[src/rtl/instr_fetch.sv]
// Instruction fetch stage: owns the PC, issues one word fetch at a time to
// instruction memory and hands each returned instruction, tagged with its PC,
// to decode over a valid/ready handshake. A redirect pulse replaces the PC and
// flushes whatever is in flight.
// Optional build macro: IFETCH_PERF_EN adds the fetch_count output.
module instr_fetch #(
  parameter logic [31:0] RESET_PC = 32'h0000_0000
) (
  input  logic        clk,
  input  logic        rst,
  output logic        imem_req,
  output logic [31:0] imem_addr,
  input  logic        imem_gnt,
  input  logic        imem_rvalid,
  input  logic [31:0] imem_rdata,
  output logic        instr_valid,
  input  logic        instr_ready,
  output logic [31:0] instr,
  output logic [31:0] pc_out,
  input  logic        redirect,
`ifdef IFETCH_PERF_EN
  input  logic [31:0] redirect_pc,
  output logic [31:0] fetch_count
`else
  input  logic [31:0] redirect_pc
`endif
);

  typedef enum logic [1:0] {StIdle, StReq, StWait, StHold} state_e;

  state_e      state_q, state_d;
  logic [31:0] pc_q, pc_d;
  logic        discard_q, discard_d;
  logic        load;
  logic        xfer;

  assign xfer      = instr_valid && instr_ready;
  // The fetch address is the PC register itself, so it only moves on a clock edge.
  assign imem_addr = pc_q;

  // Next-state, PC and discard-flag selection; redirect overrides every other event.
  always_comb begin
    state_d   = state_q;
    pc_d      = pc_q;
    discard_d = discard_q;
    load      = 1'b0;
    if (redirect) begin
      pc_d = {redirect_pc[31:2], 2'b00};
      unique case (state_q)
        StIdle: begin
          state_d   = StReq;
          discard_d = 1'b0;
        end
        StReq: begin
          // A granted request is now stale; its response must be swallowed.
          if (imem_gnt) begin
            state_d   = StWait;
            discard_d = 1'b1;
          end else begin
            state_d   = StReq;
          end
        end
        StWait: begin
          if (imem_rvalid) begin
            state_d   = StReq;
            discard_d = 1'b0;
          end else begin
            state_d   = StWait;
            discard_d = 1'b1;
          end
        end
        StHold: begin
          state_d   = StReq;
          discard_d = 1'b0;
        end
      endcase
    end else begin
      unique case (state_q)
        StIdle: state_d = StReq;
        StReq: begin
          if (imem_gnt) state_d = StWait;
        end
        StWait: begin
          if (imem_rvalid) begin
            if (discard_q) begin
              state_d   = StReq;
              discard_d = 1'b0;
            end else begin
              load    = 1'b1;
              pc_d    = pc_q + 32'd4;
              state_d = StHold;
            end
          end
        end
        StHold: begin
          if (xfer) state_d = StReq;
        end
      endcase
    end
  end

  // State registers and registered outputs toward memory and decode.
  always_ff @(posedge clk or posedge rst) begin
    if (rst) begin
      state_q     <= StIdle;
      pc_q        <= RESET_PC;
      discard_q   <= 1'b0;
      imem_req    <= 1'b0;
      instr_valid <= 1'b0;
      instr       <= 32'h0000_0000;
      pc_out      <= 32'h0000_0000;
    end else begin
      state_q   <= state_d;
      pc_q      <= pc_d;
      discard_q <= discard_d;
      imem_req  <= (state_d == StReq);
      if (redirect) begin
        // Flushed slot shows a NOP so decode never sees the stale word.
        instr_valid <= 1'b0;
        instr       <= 32'h0000_0000;
      end else if (load) begin
        instr_valid <= 1'b1;
        instr       <= imem_rdata;
        pc_out      <= pc_q;
      end else if (xfer) begin
        instr_valid <= 1'b0;
      end
    end
  end

`ifdef IFETCH_PERF_EN
  // Count delivered instructions; a transfer coinciding with a redirect is a flush.
  always_ff @(posedge clk or posedge rst) begin
    if (rst) begin
      fetch_count <= 32'h0000_0000;
    end else if (xfer && !redirect) begin
      fetch_count <= fetch_count + 32'd1;
    end
  end
`endif

endmodule
[config.mk]
export PLATFORM = sky130hd
export DESIGN_NAME = instr_fetch
export DESIGN_NICKNAME = d
export VERILOG_FILES = /design/src/rtl/instr_fetch.sv
export SDC_FILE = /design/constraint.sdc
export NUM_CORES = 1
export LEC_CHECK = 0
export ABC_CLOCK_PERIOD_IN_PS = 2700
export CORE_MARGIN = 4
export CORE_UTILIZATION = 40
export DETAILED_ROUTE_END_ITERATION = 12
export GPL_TIMING_DRIVEN = 0
export PLACE_DENSITY = 0.89
export SLEW_MARGIN = 0
export SYNTH_ARGS = -nofsm -noshare
export SYNTH_HDL_FRONTEND = slang
export SYNTH_SLANG_ARGS = --single-unit
[constraint.sdc]
create_clock -name clk -period 2.7 [get_ports clk]
set_input_delay 0.27 -clock clk [delete_from_list [all_inputs] [get_ports clk]]
set_output_delay 0.27 -clock clk [all_outputs]
set_load 0.1 [all_outputs]
Yosys cells after proc, flatten, opt, wreduce, memory -nomap -nowiden
Cells that the tools add are included.
{"block": "word_totals", "register_bits": 101, "inputBits": 70, "out_inout_bits": 98, "word_cells": 53}
{"block": "op_classes", "n_addsub": 1, "n_eq_ne": 6, "mux": 28, "bitwise_logic": 1, "n_reduce_logical": 10}
{"operator": "$mux W32", "n": 6}
{"operator": "$add A32 B3 Y32 const B", "n": 1}
{"operator": "$mux W2", "n": 7}
{"operator": "$mux W1", "n": 12}
{"operator": "$pmux W2 S4", "n": 1}
{"operator": "$pmux W2 S3", "n": 1}
{"operator": "$reduce_and A3 Y1", "n": 2}
{"operator": "$reduce_bool A2 Y1", "n": 3}
{"operator": "$eq A2 B1 Y1 const B", "n": 2}
{"operator": "$eq A2 B2 Y1 const B", "n": 2}
{"operator": "$ne A3 B3 Y1 const B", "n": 1}
{"operator": "$pmux W1 S3", "n": 1}
{"operator": "$reduce_bool A3 Y1", "n": 1}
{"operator": "$logic_not A2 Y1", "n": 1}
{"operator": "$ne A2 B2 Y1 const B", "n": 1}
{"operator": "$reduce_and A2 Y1", "n": 1}
{"operator": "$reduce_or A2 Y1", "n": 1}
{"operator": "$logic_and A1 B1 Y1", "n": 1}
{"operator": "$not A1 Y1", "n": 1}

Logic depth before layout (Yosys ltp)
Gate-level depths: netlist (run 1).
{"block": "depth", "ltp_word": 6, "mapped_depth": 8, "depth_no_buf": 7}

Worst setup path before layout (run 1)
No wires, ideal clock.
{"block": "synth_timing", "path_type": "reg-to-reg", "startpoint": "register pc_q[2], in the netlist imem_addr[2]", "endpoint": "register pc_q[28], in the netlist imem_addr[28]", "setup_ps": 125, "arrival_ps": 2462, "path_slack_ps": 113, "path_stages_with_launch": 8, "synth_period_minus_slack_ps": 2587, "cell_sequence": "dfrtp_1 > ha_1 > nand4b_1 > nor3_1 > clkbuf_1 > nand3_1 > xnor2_1 > mux2_2"}
{"block": "synth_via", "elab_chain_cells": 5}
{"element": "start, declared", "line_no": "32", "rtl": "logic [31:0] pc_q, pc_d;"}
{"element": "start signal, assigned", "line_no": "114", "rtl": "pc_q <= pc_d;"}
{"element": "$add A32 B3 Y32", "line_no": "90", "rtl": "pc_d = pc_q + 32'd4;"}
{"element": "$mux W32", "line_no": "85", "rtl": "if (discard_q) begin"}
{"element": "$mux W32", "line_no": "84", "rtl": "if (imem_rvalid) begin"}
{"element": "$mux W32", "line_no": "78", "rtl": "unique case (state_q)"}
{"element": "$mux W32", "line_no": "47", "rtl": "if (redirect) begin"}
Every way passes these cells. The select of a mux whose other input is x is not followed.
A chain may end at the register's enable or synchronous reset.

Worst setup path after layout (run 1)
{"block": "layout_timing", "startpoint": "register state_q[0]", "endpoint": "register pc_q[28], in the netlist imem_addr[28]"}
{"block": "layout_via", "elab_chain_cells": 3}
{"element": "start, declared", "line_no": "31", "rtl": "state_e state_q, state_d;"}
{"element": "start signal, assigned", "line_no": "105", "rtl": "state_q <= StIdle;"}
{"element": "start signal, assigned", "line_no": "113", "rtl": "state_q <= state_d;"}
{"element": "$eq A2 B2 Y1", "line_no": "78"}
{"element": "$reduce_bool A2 Y1 (no line)"}
{"element": "$reduce_and A3 Y1 (no line)"}
Every way passes these cells.

==> implementation parameters, run 1 <==
Parameter                              Value

Global routing
  Number of antenna violations at the first check in global routing ... 0
  Via count of the first global-routing pass ... approximately 4100
  Maximum number of pins on one net before global-route repair ... 39
  First-pass GRT wire length ... a little over 20000 µm
  Global routing usage summed across all routing layers ... between 20 and 25%
  GRT overflow ... 0

Floorplanning
  Initial core utilization ... between 40% and 50%
  Row Count ... 38
  DIE AREA ... 12800 µm²
  Die Y-Extent ... around 110 µm
  Chip width ... 113 µm
  Area of the core ... roughly 11000 µm²
  Top-level I/O count ... roughly 170

Synthesis
  Leading register cell type out of synthesis ... dfrtp_1
  Number of distinct library cells after synthesis ... 41
  Post-Syn Instances ... around 440
  Async set or reset register ratio after synthesis ... between 90% and 100%
  Synthesized area per cell ... 10.1 µm²
  Library cell occupying the most area in the post-synthesis netlist ... dfrtp_1
  Post-synthesis adder-cell area fraction ... between 1.5 and 2%
  Synth Area in XOR/XNOR ... under 10%
  Share of synthesized area spent on multiplexers ... under 10%
  Top post-synthesis cells by area ... dfrtp_1, nand2_1, mux2_2
  Number of flops mapped to enable cells by yosys ... 0
  Simple-gate share of the synthesized area ... between 10% and 20%
  Mapped cell area ... about 4400 µm²
  Portion of synthesized cell area occupied by the leading cell type ... approximately 55%
  Part of the Yosys area used for sequential elements ... between 50 and 60%
  Fraction of the mapped netlist area in compound gates ... between 8 and 9%
  Largest family of logic cells by synthesized area ... simple AND/OR/NAND/NOR gates
  Warnings, synthesis ... 0
  Flip-flop and latch count after synthesis ... 97

Final layout
  Ratio of cells with drive above 1 in the final layout ... under 10%
  Most used cells in the layout excluding fill and tap cells ... clkdlybuf4s50_1, nand2_1, dfrtp_1
  Layout-stage area growth over the synthesis result ... 46.1%
  Antenna cell count ... 0
  Final core utilization ... roughly 60%
  Fin nets ... around 690
  Commonest non-fill, non-tap cell in the layout ... clkdlybuf4s50_1
  Number of non-filler instances in the completed layout ... 760
  Final design area excluding fillers ... between 6000 and 7000 µm²

STA
  Final Hold Violating Endpoints ... 0
  Min setup slack post-route ... around 0.26 ns
  Worst clock skew ... around 0.015 ns
  Share of the clock period used by the worst path after layout ... ~91%
  Finish-stage setup viols ... 0
  Clock period minus worst slack ... 2.44 ns
  Max_slew headroom ... around 31%
  Count of final max-slew check failures ... 0
  Setup repair after global routing missed its margin ... no
  Setup TNS Final ... 0 ns
  Minimum hold slack ... approximately 0.3 ns
  Achievable clock frequency ... between 400 and 500 MHz
  Transition at the pin with the smallest max-transition slack ... ~1.0 ns

CTS
  Root buffer cell ... clkbuf_8
  Clock buffer depth ... 2
  CTS tree ... yes
  Clk Latency, worst-skew pair ... approximately 0.37 ns
  Count of buffers added by post-CTS timing repair for setup ... 0
  Clock slew seen by the registers of the worst setup and hold paths ... around 0.11 ns
  Quantity of gates resized following cts ... 0
  H-tree depth ... 3
  Number of sinks on the clock net ... 97
  Hold Buf Count CTS ... 0
  Number of buffers added by the clock tree synthesis step ... 9

Critical path
  Crit Reg-Reg Endpoint ... imem_addr[28]
  Kind of end point of the critical path ... flip-flop
  Slack of the worst reg-to-reg path ... 0.26 ns
  Biggest fanout along the worst timing path ... 10
  Crit path kind ... flip-flop to flip-flop
  Worst Reg-to-Reg Cells ... 8
  Origin of the critical flop-to-flop path ... state_q[0]
  CP startpoint kind ... flip-flop
  Crit path arrival time ... 2.70 ns
  Critical Path RT ... 2.96 ns

Routing
  DRC violation count after routing ... 0
  Antenna Nets Post-Route ... 0
  Number of vias per cell after detailed routing ... ~5.1
  Total vias in the final route ... between 3000 and 4000
  Starting DRC count in detailed routing ... 163
  Routed wire per std cell ... 16.7 µm
  Routed WL ... between 10000 and 15000 µm
  Pre-antenna DRT Iters ... 4

Worst hold path
  Origin of the worst min-delay path ... redirect
  Class of the tightest hold or removal check ... input pin to flip-flop
  Worst hold path endpoint ... imem_addr[20]
  Number of cells on the worst hold path ... 2

Placement
  Routability congestion estimate from global placement ... between 0.8 and 0.9
  Post-place setup slack ... between 0.2 and 0.25 ns
  Half-perimeter wire length after placement ... slightly below 10000 µm
  Dpl cells ... approximately 740
  Port buffer count ... 160
  Instance area after placement ... approximately 6300 µm²

Power and ir drop
  Total power divided by cell area ... between 800 and 900 nW/µm²
  Peak supply drop ... approximately 0.00072 V
  Leak pwr ... between 2 and 3 nW
  Overall power ... about 5.7 mW

Run
  Maxcap violations ... 0

Run status
  Run status ... complete, no violations
per-layer routing:
metal	wire, µm	GRT usage [%]	vias up
met5	0	0	-
met4	151	5.93	0
met1	5060	24.4	1896
li1	-	-	1830
met3	1220	6.90	13
met2	6260	34.2	168
report_power, final:
| group | switching (mW) | internal [mW] |
|---|---|---|
| clock network | 0.547 | 0.448 |
| logic | 2.12 | 0.736 |
| registers | 0.197 | 1.70 |
| total | 2.86 | 2.88 |
synth_stat cells (2+ instances only):
cell,instances
ha_1,6
xor2_1,18
nor2_1,10
mux2_2,31
nand4b_1,2
and3_1,3
o21ai_0,28
clkbuf_1,19
a21oi_1,35
o21ai_1,2
nor2b_1,2
inv_1,8
and4_1,2
buf_1,4
nand3_1,14
dfrtp_1,97
nand2_1,107
or4_1,2
nand4_1,10
xnor2_1,9
nor4_1,3
nor3_1,3
nand2b_1,3
buf_4,4
worst max-delay path by stage:
| stage | start | endpoint | depth (start not counted) |
|---|---|---|---|
| 5_1_grt | state_q[0] | imem_addr[28] | 8 |
| 3_3_place_gp | rst | pc_out[29] | 2 |
| 4_1_cts | state_q[0] | imem_addr[28] | 8 |
| 3_5_place_dp | imem_rvalid | imem_addr[28] | 7 |
| 2_1_floorplan | imem_addr[2] | imem_addr[28] | 7 |
| 6_report | state_q[0] | imem_addr[28] | 8 |
cell families (layout without fill, tap and decap cells):
group	Yosys count	count (layout)
XOR/XNOR	27	27
adder cells (fa/ha/maj)	6	6
flip-flops	97	97
other	1	4
AND/OR/NAND/NOR	169	169
buffers and inverters	36	214
multiplexers	32	32
AO/OA/AOI/OAI	71	71
flip-flops by register name (all words and copies together), names as in the netlist:
signal / flops
discard_q: 1
imem_addr: 30
imem_req: 1
instr: 32
instr_valid: 1
pc_out: 30
state_q: 2
critical path: stages (launching register included):
cell      delay, ns
dfrtp_1        0.44
inv_1          0.11
ha_1           0.28
nand4b_1       0.19
nor3_1         0.30
clkbuf_1       0.44
nand3_1        0.16
xnor2_1        0.16
mux2_2         0.25
layout make-up:
cell class / instances / area, µm²
Fill cell: 907 / 4370
Multi-Input combinational cell: 309 / 1860
Timing Repair Buffer: 162 / 1640
Tap cell: 140 / 175
Sequential cell: 97 / 2430
Buffer: 28 / 121
Inverter: 8 / 33.8
Clock inverter: 7 / 85.1
Clock buffer: 9 / 124
(Power assumes the default switching activity.)
==> run 2: changes to the inputs <==
- PLACE_DENSITY: 0.89 -> 0.77
==> run 2 against run 1 <==
  * Fmax grew 2.0%
  * Global-route usage increased by 0.20 points
  * Hold slack got worse by 0.071 ns
  * Final cell count did not move
  * Die area is the same
  * First-iteration DRC count down 4.9%
  * Wire length grew 1.2%
  * Via count down 0.28%
  * Worst setup slack better by 0.047 ns
  * Register-to-register slack better by 0.05 ns
  * Utilization up 0.092 points
  * Count of clock-buffer cells in the layout is 1 higher
  * Critical path type unchanged
  * Largest cell class unchanged
  * Largest power group unchanged
==> implementation parameters, run 2 (synthesis gave the netlist of run 1 again) <==
Parameter                              Value

Run status
  Run status ... complete, no violations

CTS
  Root buffer cell ... clkbuf_8
  CTS tree ... yes
  Number of sinks on the clock net ... between 90 and 100
  Clock slew seen by the registers of the worst setup and hold paths ... 0.10 ns
  Clk Latency, worst-skew pair ... around 0.37 ns
  H-tree depth ... 3
  Clock buffer depth ... 2
  Number of buffers added by the clock tree synthesis step ... 9
  Hold Buf Count CTS ... 0

Final layout
  Ratio of cells with drive above 1 in the final layout ... 9.68%
  Commonest non-fill, non-tap cell in the layout ... clkdlybuf4s50_1
  Sequential standard cell area ... between 2000 and 2500 µm²
  Area used by multi-input combinational logic ... between 1500 and 2000 µm²
  Layout-stage area growth over the synthesis result ... 46.3%
  Final design area excluding fillers ... between 6000 and 7000 µm²
  Antenna cell count ... 0
  Number of flip-flops in the largest register ... 32
  Most used cells in the layout excluding fill and tap cells ... clkdlybuf4s50_1, nand2_1, dfrtp_1
  Largest reg by FF count ... instr
  Fin nets ... slightly below 700
  Number of fillers in the final layout ... 931
  Final core utilization ... 59.8%

STA
  Count of final max-slew check failures ... 0
  Max_slew headroom ... between 30% and 40%
  Achievable clock frequency ... about 420 MHz
  Share of the clock period used by the worst path after layout ... around 89%
  Worst clock skew ... approximately 0.015 ns
  Minimum hold slack ... between 0.2 and 0.25 ns
  Finish-stage setup viols ... 0
  Transition at the pin with the smallest max-transition slack ... slightly above 1 ns
  Clock period minus worst slack ... roughly 2.4 ns
  Final Hold Violating Endpoints ... 0
  Setup TNS Final ... 0 ns
  Setup repair after global routing missed its margin ... no

Routing
  Total vias in the final route ... slightly below 4000
  Routed WL ... about 13000 µm
  DRC violation count after routing ... 0
  Routed wire per std cell ... between 15 and 20 µm
  Number of vias per cell after detailed routing ... 5.13
  Pre-antenna DRT Iters ... 4
  Starting DRC count in detailed routing ... 155
  Antenna Nets Post-Route ... 0

Global routing
  Via count of the first global-routing pass ... between 4000 and 5000
  First-pass GRT wire length ... ~21000 µm
  Global routing usage summed across all routing layers ... about 20%
  Number of antenna violations at the first check in global routing ... 0
  GRT overflow ... 0
  Maximum number of pins on one net before global-route repair ... 43

Critical path
  Crit Reg-Reg Endpoint ... imem_addr[31]
  Slack of the worst reg-to-reg path ... between 0.3 and 0.4 ns
  Worst Reg-to-Reg Cells ... 8
  Critical Path RT ... 2.94 ns
  Biggest fanout along the worst timing path ... 7
  Kind of end point of the critical path ... flip-flop
  Crit path arrival time ... approximately 2.6 ns
  Crit path kind ... flip-flop to flip-flop
  CP startpoint kind ... flip-flop
  Origin of the critical flop-to-flop path ... state_q[0]

Placement
  Instance area after placement ... between 6000 and 7000 µm²
  Routability congestion estimate from global placement ... between 0.8 and 0.9
  Port buffer count ... 160
  Half-perimeter wire length after placement ... approximately 9800 µm

Power and ir drop
  Overall power ... about 5.8 mW
  Leak pwr ... roughly 2.7 nW
  Peak supply drop ... 0.000543 V
  Total power divided by cell area ... between 800 and 900 nW/µm²

Worst hold path
  Class of the tightest hold or removal check ... input pin to asynchronous set/reset pin

Floorplanning
  Top-level I/O count ... roughly 170
  Row Count ... 38
  Chip width ... around 110 µm
  Initial core utilization ... 40.9%
  DIE AREA ... approximately 13000 µm²
  Die Y-Extent ... ~110 µm
  Area of the core ... approximately 11000 µm²

Run
  Maxcap violations ... 0
run 2: how the worst max path moves through the flow:
stage            startpoint            end  slack, ns
2_1_floorplan  imem_addr[2]  imem_addr[28]       0.11
3_3_place_gp    imem_rvalid  imem_addr[28]       0.25
3_5_place_dp    imem_rvalid  imem_addr[28]       0.18
4_1_cts          state_q[0]  imem_addr[28]       0.19
5_1_grt          state_q[0]  imem_addr[28]       0.19
6_report         state_q[0]  imem_addr[31]       0.30
run 2: timing repair:
item                                    in CTS  in global routing
buffers inserted                             0                  0
endpoints found under the setup margin       0                  1
gates resized for setup                      0                  2
run 2: routing by layer:
layer / routed length (µm) / GRT usage [%] / vias to the layer above
li1: - / - / 1833
met1: 5130 / 24.0 / 1893
met2: 6260 / 34.2 / 157
met4: 163 / 7.21 / 0
met3: 1290 / 7.49 / 13
met5: 0 / 0 / -
run 2: cell type report:
class / count / share of cell area, %
inverters: 8 / 0.521
well taps: 140 / 2.70
plain buffers: 28 / 1.89
clock buffers: 10 / 1.97
clock inverters: 6 / 1.39
repair buffers: 162 / 25.3
flip-flops and latches: 97 / 37.5
multi-input cells: 309 / 28.7
run 2: critical path, cell delays in order (launching register included):
cell and delay, ns:
dfrtp_1 0.44, inv_1 0.10, ha_1 0.28, nand3b_1 0.14, or4_1 0.50, buf_2 0.20, nor2_1 0.20, a31oi_1 0.12
o31a_1 0.29
run 2: report_power, final:
group          total (mW)  switching, mW  internal (mW)
clock                1.05          0.521          0.526
sequential           1.89          0.192           1.70
combinational        2.85           2.12          0.735
total                5.78           2.83           2.96
run 2: stage by stage:
step,worst slack (ns),cells
final,0.303,760
after global routing,0.190,760
after CTS,0.186,760
after detailed placement,0.176,744
after global placement,0.247,742
after floorplan,0.113,442
==> run 3: changes to the inputs <==
- CORE_MARGIN: 4 -> 8
- TNS_END_PERCENT: default -> 50
==> run 3 against run 2 <==
  * Critical path depth stayed put
  * Hold slack gained 0.039 ns
  * Count of clock-buffer cells in the layout up 2
  * Fmax down 1.7%
  * Via count fell by 0.41%
  * Total power shrank 1.2%
  * Register-to-register slack worse by 0.04 ns
  * Largest cell class unchanged
==> implementation parameters, run 3 (synthesis gave the netlist of run 1 again) <==
Parameter                              Value

Critical path
  Critical Path RT ... 2.94 ns
  CP startpoint kind ... flip-flop
  Biggest fanout along the worst timing path ... 7
  Slowest stage cell, crit path ... or4_1
  Critical path's top delay family ... simple AND/OR/NAND/NOR gates
  Start point of the critical path ... state_q[0]
  Origin of the critical flop-to-flop path ... state_q[0]
  Crit path kind ... flip-flop to flip-flop
  Ordered list of cells on the worst path ... inv_1, ha_1, nand3b_1, or4_1, buf_2, nor2_1, a31oi_1, o31a_1
  Crit path arrival time ... 2.68 ns
  Kind of end point of the critical path ... flip-flop
  Largest incremental delay on the critical path ... slightly above 0.5 ns
  Bufs and invs on worst path ... 2

STA
  Finish-stage setup viols ... 0
  Setup repair after global routing missed its margin ... no
  Minimum hold slack ... between 0.2 and 0.3 ns
  Count of final max-slew check failures ... 0
  Final Hold Violating Endpoints ... 0
  Setup TNS Final ... 0 ns
  Max_slew headroom ... 29.1%
  Share of the clock period used by the worst path after layout ... 90.3%
  Worst clock skew ... 0.0106 ns
  Achievable clock frequency ... approximately 410 MHz
  Transition at the pin with the smallest max-transition slack ... ~1.1 ns
  Clock period minus worst slack ... between 2 and 2.5 ns

CTS
  H-tree depth ... 3
  Clk Latency, worst-skew pair ... between 0.3 and 0.4 ns
  CTS tree ... yes
  Root buffer cell ... clkbuf_8
  Clock buffer depth ... 2
  Count of buffers added by post-CTS timing repair for setup ... 0
  Number of buffers added by the clock tree synthesis step ... 9
  Number of sinks on the clock net ... 97
  Clock slew seen by the registers of the worst setup and hold paths ... roughly 0.1 ns

Power and ir drop
  Sequential cell fraction of total power ... 33.0%
  Peak supply drop ... 0.000547 V
  Fraction of power consumed by the clock network ... between 10% and 20%
  Total power divided by cell area ... 884 nW/µm²
  Net switching component of the power ... roughly 2.8 mW
  Net Sw Frac ... about half
  Int Pwr ... about 2.9 mW
  Leak pwr ... roughly 2.7 nW
  Relative contribution of combinational cells to total power ... about 50%

Floorplanning
  Chip width ... 121 µm
  DIE AREA ... 14700 µm²
  Area of the core ... between 10000 and 15000 µm²
  Row Count ... 38
  Die Y-Extent ... around 120 µm
  Initial core utilization ... about two fifths
  Top-level I/O count ... around 170

Routing
  Routed wire per std cell ... between 15 and 20 µm
  DRC violation count after routing ... 0
  Number of vias per cell after detailed routing ... between 5 and 6
  Starting DRC count in detailed routing ... 207
  Pre-antenna DRT Iters ... 4
  Routed WL ... 13400 µm
  Total vias in the final route ... between 3000 and 4000
  Antenna Nets Post-Route ... 0

Final layout
  Fin nets ... about 700
  Ratio of cells with drive above 1 in the final layout ... a little under a tenth
  Layout-stage area growth over the synthesis result ... 45.8%
  Antenna cell count ... 0
  Number of flip-flops in the largest register ... 32
  Final design area excluding fillers ... 6460 µm²
  Number of non-filler instances in the completed layout ... 760
  Most used cells in the layout excluding fill and tap cells ... clkdlybuf4s50_1, nand2_1, dfrtp_1
  Commonest non-fill, non-tap cell in the layout ... clkdlybuf4s50_1
  Largest reg by FF count ... instr

Global routing
  Number of antenna violations at the first check in global routing ... 0
  Via count of the first global-routing pass ... between 4000 and 5000
  Global routing usage summed across all routing layers ... between 15 and 20%
  GRT overflow ... 0
  Maximum number of pins on one net before global-route repair ... 40
  First-pass GRT wire length ... approximately 21000 µm

Placement
  Half-perimeter wire length after placement ... 10400 µm
  Routability congestion estimate from global placement ... slightly above 0.8
  Dpl cells ... ~740
  Instance area after placement ... 6260 µm²
  Port buffer count ... 160

Run status
  Run status ... complete, no violations

Worst hold path
  Class of the tightest hold or removal check ... input pin to asynchronous set/reset pin

Run
  Maxcap violations ... 0
run 3: cell count changes in the layout (fill, tap and decap cells not counted):
cell / delta
bufinv_16: -1
clkbuf_1: +1
clkbuf_8: +1
clkinv_4: +1
clkinvlp_4: -1
inv_6: -1
run 3: worst reg2reg max path, delay by kind of cell (launching register included):
family	cells	cell delay, ns
flops	1	0.45
buf+inv	2	0.32
simple gates	3	0.86
fa+ha+maj	1	0.31
compound gates	2	0.38
run 3: timing repair:
action,CTS,global route
hold buffers,0,0
endpoints found under the setup margin,0,2
gates resized for setup,0,2
run 3: path summary, 6_finish.rpt:
check	endpoint	slack (ns)	depth (start not counted)
hold / removal	pc_out[9]	0.27	2
hold reg to reg	pc_out[24]	0.51	1
setup reg to reg	imem_addr[31]	0.26	8
min in group clk	imem_addr[19]	0.30	2
setup / recovery	imem_addr[31]	0.26	8
max in group asynchronous	imem_addr[31]	1.59	4
run 3: through the flow:
stage	setup WS, ns	total power, mW	util (%)
global placement	0.253	4.72	57.4
finish	0.261	5.71	59.6
global route	0.0893	5.94	59.6
CTS	0.115	5.75	59.6
detailed placement	0.137	4.80	57.8
floorplan	0.113	4.03	-
run 3: metal layers:
| metal | track usage, % | share of wire [%] |
|---|---|---|
| met3 | 9.17 | 13 |
| met4 | 5.86 | 1.5 |
| met2 | 30.3 | 47 |
| met5 | 0 | 0 |
| met1 | 20.6 | 39 |
run 3: layout make-up:
type / count / area, µm²
Fill cell: 930 / 4380
Sequential cell: 97 / 2430
Multi-Input combinational cell: 309 / 1860
Timing Repair Buffer: 162 / 1640
Tap cell: 140 / 175
Clock buffer: 12 / 145
Buffer: 28 / 123
Clock inverter: 4 / 52.6
Inverter: 8 / 33.8
run 3: power groups by stage:
stage	Clock (mW)	Sequential, mW	Combinational, mW
3_3_place_gp	0	1.90	2.82
4_1_cts	0.979	1.89	2.88
5_1_grt	1.04	1.93	2.98
6_report	0.960	1.89	2.87
2_1_floorplan	0	3.51	0.524
3_5_place_dp	0	1.92	2.88
